--- src/rtl/debounce_pkg.sv ---
// rtl/debounce_pkg.sv - shared state encoding, defaults and glitch-counter constants for the debounce filter
package debounce_pkg;

    typedef enum logic [1:0] {
        STABLE_LOW  = 2'b00,
        WAIT_HIGH   = 2'b01,
        STABLE_HIGH = 2'b11,
        WAIT_LOW    = 2'b10
    } db_state_e;

    localparam int DEF_SYNC_STAGES   = 2;
    localparam int DEF_STABLE_CYCLES = 8;
    localparam int DEF_CNT_WIDTH     = 4;

    localparam int                  GLITCH_WIDTH = 8;
    localparam logic [GLITCH_WIDTH-1:0] GLITCH_MAX = '1;

    // Saturating increment: a long run of bounces must never make the count wrap to a small value.
    function automatic logic [GLITCH_WIDTH-1:0] glitch_inc(input logic [GLITCH_WIDTH-1:0] value);
        if (value == GLITCH_MAX) begin
            return value;
        end
        return value + GLITCH_WIDTH'(1);
    endfunction

endpackage

--- src/rtl/debounce_filter_sync_chain.sv ---
// rtl/debounce_filter_sync_chain.sv - metastability synchroniser for the raw button input
module sync_chain #(
    parameter int SYNC_STAGES = 2
) (
    input  logic clk,
    input  logic reset_n,
    input  logic async_in,
    output logic sync_out
);

    logic [SYNC_STAGES-1:0] sync_q;

    always_ff @(posedge clk or negedge reset_n) begin
        if (!reset_n) begin
            sync_q <= '0;
        end else if (SYNC_STAGES == 1) begin
            sync_q <= SYNC_STAGES'(async_in);
        end else begin
            sync_q <= {sync_q[SYNC_STAGES-2:0], async_in};
        end
    end

    assign sync_out = sync_q[SYNC_STAGES-1];

endmodule

--- src/rtl/debounce_filter.sv ---
// rtl/debounce_filter.sv - debounce FSM with registered level, edge pulses and glitch counter
module debounce_filter
    import debounce_pkg::*;
#(
    parameter int SYNC_STAGES   = DEF_SYNC_STAGES,
    parameter int STABLE_CYCLES = DEF_STABLE_CYCLES,
    parameter int CNT_WIDTH     = DEF_CNT_WIDTH
) (
    input  logic                    clk,
    input  logic                    reset_n,
    input  logic                    btn_in,
    output logic                    btn_level,
    output logic                    btn_rise,
    output logic                    btn_fall,
    output logic [GLITCH_WIDTH-1:0] glitch_cnt
);

    localparam logic [CNT_WIDTH-1:0] CNT_LAST = CNT_WIDTH'(STABLE_CYCLES - 1);
    localparam logic [CNT_WIDTH-1:0] CNT_ONE  = CNT_WIDTH'(1);

    logic                 sync_in;
    db_state_e            state_q, state_d;
    logic [CNT_WIDTH-1:0] cnt_q, cnt_d;
    logic                 glitch_hit;
    logic                 level_d;

    sync_chain #(
        .SYNC_STAGES(SYNC_STAGES)
    ) u_sync (
        .clk     (clk),
        .reset_n (reset_n),
        .async_in(btn_in),
        .sync_out(sync_in)
    );

    always_ff @(posedge clk or negedge reset_n) begin
        if (!reset_n) begin
            state_q <= STABLE_LOW;
            cnt_q   <= '0;
        end else begin
            state_q <= state_d;
            cnt_q   <= cnt_d;
        end
    end

    // The first differing sample counts as one, so acceptance lands on the STABLE_CYCLES-th sample.
    always_comb begin
        state_d    = state_q;
        cnt_d      = cnt_q;
        glitch_hit = 1'b0;
        case (state_q)
            STABLE_LOW: begin
                cnt_d = '0;
                if (sync_in) begin
                    state_d = WAIT_HIGH;
                    cnt_d   = CNT_ONE;
                end
            end
            WAIT_HIGH: begin
                if (!sync_in) begin
                    state_d    = STABLE_LOW;
                    cnt_d      = '0;
                    glitch_hit = 1'b1;
                end else if (cnt_q == CNT_LAST) begin
                    state_d = STABLE_HIGH;
                    cnt_d   = '0;
                end else begin
                    cnt_d = cnt_q + CNT_ONE;
                end
            end
            STABLE_HIGH: begin
                cnt_d = '0;
                if (!sync_in) begin
                    state_d = WAIT_LOW;
                    cnt_d   = CNT_ONE;
                end
            end
            WAIT_LOW: begin
                if (sync_in) begin
                    state_d    = STABLE_HIGH;
                    cnt_d      = '0;
                    glitch_hit = 1'b1;
                end else if (cnt_q == CNT_LAST) begin
                    state_d = STABLE_LOW;
                    cnt_d   = '0;
                end else begin
                    cnt_d = cnt_q + CNT_ONE;
                end
            end
            default: begin
                state_d = STABLE_LOW;
                cnt_d   = '0;
            end
        endcase
    end

    assign level_d = (state_d == STABLE_HIGH) || (state_d == WAIT_LOW);

    // Outputs are registered from the next state so the level and its pulse appear on the same edge.
    always_ff @(posedge clk or negedge reset_n) begin
        if (!reset_n) begin
            btn_level  <= 1'b0;
            btn_rise   <= 1'b0;
            btn_fall   <= 1'b0;
            glitch_cnt <= '0;
        end else begin
            btn_level <= level_d;
            btn_rise  <= level_d && !btn_level;
            btn_fall  <= !level_d && btn_level;
            if (glitch_hit) begin
                glitch_cnt <= glitch_inc(glitch_cnt);
            end
        end
    end

endmodule

--- config.mk ---
export PLATFORM = sky130hd
export DESIGN_NAME = debounce_filter
export DESIGN_NICKNAME = d
export VERILOG_FILES = /design/src/rtl/debounce_pkg.sv /design/src/rtl/debounce_filter_sync_chain.sv /design/src/rtl/debounce_filter.sv
export SDC_FILE = /design/constraint.sdc
export NUM_CORES = 1
export LEC_CHECK = 0
export BUFFER_PORTS_ARGS = -buffer_cell sky130_fd_sc_hd__buf_2
export CAP_MARGIN = 20
export CORE_AREA = 2 2 41 61
export CTS_CLUSTER_SIZE = 20
export DETAILED_ROUTE_END_ITERATION = 16
export DIE_AREA = 0 0 43 63
export SYNTH_ARGS = -nofsm -noshare
export SYNTH_HDL_FRONTEND = slang
export SYNTH_SLANG_ARGS = --single-unit
--- constraint.sdc ---
create_clock -name clk -period 1.7 [get_ports clk]
set_clock_uncertainty 0.2 [all_clocks]
set_input_delay 0.34 -clock clk [delete_from_list [all_inputs] [get_ports clk]]
set_output_delay 0.34 -clock clk [all_outputs]
set_load 0.01 [all_outputs]
== Word level (Yosys, flattened, before mapping) ==
Index checks and enable logic that the tools add are counted.

* Order comparisons: 0
* Muxes and demuxes: 19
* Bitwise gates (word level): 0
* Multipliers: 0
* Reductions and logical operators: 7
* Equality and inequality tests: 8
* Div/mod/pow operators: 0
* $add $sub $neg: 2
* Shifts and indexed selects: 0

{| class="wikitable"
|+ Operator list
! cell !! number
|-
| $pmux W4 S4 || 1
|-
| $mux W2 || 6
|-
| $mux W4 || 3
|-
| $add A8 B1 Y8 const B || 1
|-
| $eq A2 B2 Y1 const B || 4
|-
| $eq A8 B8 Y1 const B || 1
|-
| $mux W8 || 1
|-
| $pmux W2 S4 || 1
|-
| $mux W1 || 6
|-
| $add A4 B1 Y4 const B || 1
|-
| $eq A4 B3 Y1 const B || 1
|-
| $eq A2 B1 Y1 const B || 1
|-
| $logic_and A1 B1 Y1 || 2
|-
| $logic_not A1 Y1 || 2
|-
| $logic_not A2 Y1 || 1
|-
| $ne A2 B2 Y1 const B || 1
|-
| $pmux W1 S2 || 1
|-
| $reduce_and A2 Y1 || 1
|-
| $logic_or A1 B1 Y1 || 1
|}

* Register bits: 19
* Latch bits: 0
* Bits of input ports: 3
* Memories: 0
* Memory bits (read-only): 0
* Memory bits (writable): 0

== Longest topological paths before layout ==
* Word-level depth: 8
* Gate-level depth with buffers: 5
* Mapped depth without buffers: 5

== Modules after synthesis ==
From an unflattened synthesis, not the netlist that was laid out.

* Cells, all modules: 76
* Area, all modules: 830.8 um^2

{| class="wikitable"
|+ Modules (own cells, without submodules)
! module !! cells an instance !! area an instance (um^2) !! instances !! sequential area each (um^2)
|-
| debounce_filter || 74 || 780.7 || 1 || 400.4
|-
| sync_chain || 2 || 50.0 || 1 || 50.0
|}

== Least setup slack after synthesis ==
OpenSTA, ideal clock, no wires.

* Kind: flip-flop to flip-flop
* Start: register btn_level (netlist name)
* End: register glitch_cnt[6]
* Path slack: -29 ps
* Cell stages (with the launch flop): 5
* Arrival: 1403 ps
* Library setup time: 125 ps
* Period minus slack after synthesis: 1729 ps
* Cells stage by stage: dfrtp_1 or3b_4 nand2_4 nand4_2 mux2_4

{| class="wikitable"
|+ RTL lines
! element !! line !! text
|-
| to (signal assigned) || debounce_filter.sv:111 || <nowiki>glitch_cnt <= glitch_inc(glitch_cnt);</nowiki>
|-
| to (decl) || debounce_filter.sv:15 || <nowiki>output logic [GLITCH_WIDTH-1:0] glitch_cnt</nowiki>
|}

== Final worst setup path ==
* Start: register u_sync.sync_q[1]
* End: register glitch_cnt[6]

* Longest elaborated chain between the ends: 3

{| class="wikitable"
|+ Ends and longest elaborated chain
! element !! line !! text
|-
| from (decl) || debounce_filter_sync_chain.sv:11 || <nowiki>logic [SYNC_STAGES-1:0] sync_q;</nowiki>
|-
| from (signal assigned) || debounce_filter_sync_chain.sv:17 || <nowiki>sync_q <= SYNC_STAGES'(async_in);</nowiki>
|-
| from (signal assigned) || debounce_filter_sync_chain.sv:19 || <nowiki>sync_q <= {sync_q[SYNC_STAGES-2:0], async_in};</nowiki>
|-
| $mux W1, on equally long branches || debounce_filter.sv:79, debounce_filter.sv:60 ||
|-
| $pmux W1 S2 (*) || debounce_filter.sv:51 || <nowiki>case (state_q)</nowiki>
|-
| $reduce_and A2 Y1 (no line) (*) || n/a ||
|}

Every way passes the cells marked *; elsewhere a longest branch is shown, timed or not.
A chain may end at the register's enable or synchronous reset.

==> out/qor.txt <==
Status: finished, final reports clean
Relative slew slack: 72.8%
Post-Route WL: 1550 um
Slew @ Worst Pin: 0.409 ns
Critical-path cell list: or3b_4 > nand2_4 > nand4_2 > mux2_4
DRT iter0 DRCs: 20
Clk buf depth: 2
Row Count: 21
Post-DP HPWL: 1120 um
Vias in the first global route: 645
DR pass1 iterations: 4
First-pass GRT wire length: 2770 um
Critical path required time: 1.69 ns
Pleak: 0.496 nW
Post-layout min period: 1.64 ns
Power Total: 1.27 mW
CTS tree: yes
Hold Path Class: flip-flop to flip-flop
Area occupied by multi-input gates: 378 sq um
WP buf/inv: 0
Initial antenna violation count: 0
Pin count of the biggest net entering global routing: 19
Clock transition at path regs: 0.10 ns
Routed wire per std cell: 12.6 um
Total GRT Usage: 13.0%
Share of post-route cells with drive strength above 1: 36.0%
Cell Pwr Density: 1210 nW/um^2
CP Data Arrival Time: 1.63 ns
Worst-Skew Late Latency: 0.29 ns
CP max FO: 6
# clock sinks: 18
Core Region: 2210 sq um
Num CTS Buffers: 3
Initial Util: 37.9%
CP Launch Type: flip-flop
Fillers: 228
Post-route DRC violation count: 0
Final Net Count: 106
ANT nets after route: 0
Slowest CP cell: or3b_4
Max Fclk: 608 MHz
Final Cycle Share: 96.7%
Via density: 5.37
Setup crit start: u_sync.sync_q[1]
H-tree depth: 1
DR vias: 660
Post_cts resized: 0
Die height: 63 um
# setup viols final: 0
Max incr delay on CP: 0.43 ns
Cell area after layout: 1050 sq um
Number of synthesized register bits: 18
Number of distinct library cells after synthesis: 32
Crit. End Element: flip-flop
Syn_nets: 78
Storage cell area: 452 sq um
Area growth from synthesis to layout: 25.7%
Syn Inst Count: 73
RSZ-0062 raised after global routing: true
Boundary Pins: 14
GR Overflow Total: 0
Max-Cap Viols: 0
Synthesized area: 836 sq um
Clk Tree Root Cell: clkbuf_4
Avg Inst Size Synth: 11.4 sq um
Peak supply drop: 0.809 mV
Placed cell area: 980 sq um
CP delay by family, top: simple AND/OR/NAND/NOR gates
Hold path startpoint: u_sync.sync_q[0]
GPL Wtd Cong: 0.788
Diodes inserted: 0
Die X: 43 um
Yosys warns: 0
Final Hold Viols: 0
R2r startpoint: u_sync.sync_q[1]
Seq/Total Area, Yosys: 53.9%
Buffers on Ports: 13
Setup CP Type: flip-flop to flip-flop
Die Area: 2710 sq um
Final Max Tran Viols: 0
-- worst register-to-register path: stages, from the launching register on --
cell and delay (ns):
dfrtp_1 0.40, or3b_4 0.43, nand2_4 0.11, nand4_2 0.11, mux2_4 0.30
-- layout make-up --
type | instances | share of cell area [%]
clock buffer | 4 | 3.45
inverter | 1 | 0.357
multi-input combinational | 53 | 36.0
sequential | 18 | 43.0
tap | 23 | 2.74
timing repair buffer | 24 | 14.5
-- synthesized netlist by cell type --
cell type  number  area share, %
ha_1            2            3.0
a21oi_4         1            1.9
o21a_1          2            1.8
or2b_2          1            1.0
nand3b_2        1            1.3
or3b_4          1            1.3
xnor2_1         3            3.1
and3_2          1           0.90
nand3b_1        2            1.8
nand2_4         1            1.3
mux2_1          1            1.3
clkbuf_1        1           0.45
dfrtp_1        18             54
nand4_2         1            1.5
nand3_1         4            2.4
o22ai_1         1           0.75
and3_1          1           0.75
nor2_1          5            2.2
nor3_1          2            1.2
a21oi_1         6            3.6
o21ai_0         3            1.8
nor2b_1         2            1.5
nand2b_1        1           0.75
nand2_2         1           0.75
nand4_1         1           0.75
and3b_1         1            1.0
nand2_1         2           0.90
inv_1           1           0.45
mux2_4          1            1.8
a31oi_1         2            1.5
a21boi_0        1           0.90
and4_1          2            2.1
-- kinds of logic (layout without fill, tap and decap cells) --
| logic type | count (synthesis) | in the layout | synth area share, % |
|---|---|---|---|
| simple gates | 30 | 30 | 23.7 |
| flops | 18 | 18 | 53.9 |
| compound gates | 16 | 16 | 12.3 |
| xor+xnor | 3 | 3 | 3.14 |
| fa+ha+maj | 2 | 2 | 2.99 |
| mux | 2 | 2 | 3.14 |
| buf+inv | 2 | 29 | 0.897 |
-- through the flow --
stage                     utilization (%)  setup TNS (ns)  hold slack, ns  cells  setup slack (ns)
after floorplan                         -               0          -0.156     73            0.0175
after global placement               44.4               0          0.0945    115            0.0918
after detailed placement             44.4               0           0.101    115            0.0675
after CTS                            46.9               0           0.166    121            0.0460
after global routing                 47.6        -0.00569           0.174    123          -0.00569
final                                47.6               0           0.163    123            0.0556
-- per-layer routing --
| layer | global-route usage, % | part of all wire, % | vias to the layer above |
|---|---|---|---|
| li1 | - | - | 320 |
| met1 | 16.6 | 43 | 324 |
| met2 | 22.0 | 52 | 11 |
| met3 | 1.73 | 3.3 | 5 |
| met4 | 4.55 | 1.6 | 0 |
| met5 | 0 | 0 | - |
-- report_power, final --
group	internal (mW)	total, mW	switching, mW
Sequential	0.506	0.575	0.0696
Clock	0.130	0.264	0.133
Combinational	0.221	0.430	0.209
Total	0.858	1.27	0.411
-- timing repair --
item                                    CTS  global route
hold buffers                              2             0
endpoints found under the setup margin    0             2
setup buffers                             0             2
endpoints found under the hold margin    19             0
-- path summary, 6_finish.rpt --
kind | to | slack [ns] | cells past startpoint
max in group asynchronous | btn_level | 0.69 | 2
min in group asynchronous | glitch_cnt[5] | 0.30 | 2
setup reg to reg | glitch_cnt[6] | 0.06 | 4
setup / recovery | glitch_cnt[6] | 0.06 | 4
hold / removal | u_sync.sync_q[1] | 0.16 | 0
hold reg to reg | u_sync.sync_q[1] | 0.16 | 0
-- flip-flops by register name (all words and copies together), names as in the netlist --
name,flops
btn_fall,1
btn_level,1
btn_rise,1
cnt_q,4
glitch_cnt,8
state_q,1
u_sync.sync_q,2
-- placed cells by master (no fill, tap or decap), types with 2 or more instances in the layout --
master	instances
buf_4	9
o21ai_0	3
dlygate4sd3_1	2
clkbuf_4	3
nor3_1	2
and4_1	2
buf_2	13
a31oi_1	2
nand3_1	4
xnor2_1	3
nand3b_1	2
nor2_1	5
dfrtp_1	17
a21oi_1	6
ha_1	2
nor2b_1	2
nand2_1	2
o21a_1	2
Note: power is estimated with default switching activity, not from simulation.
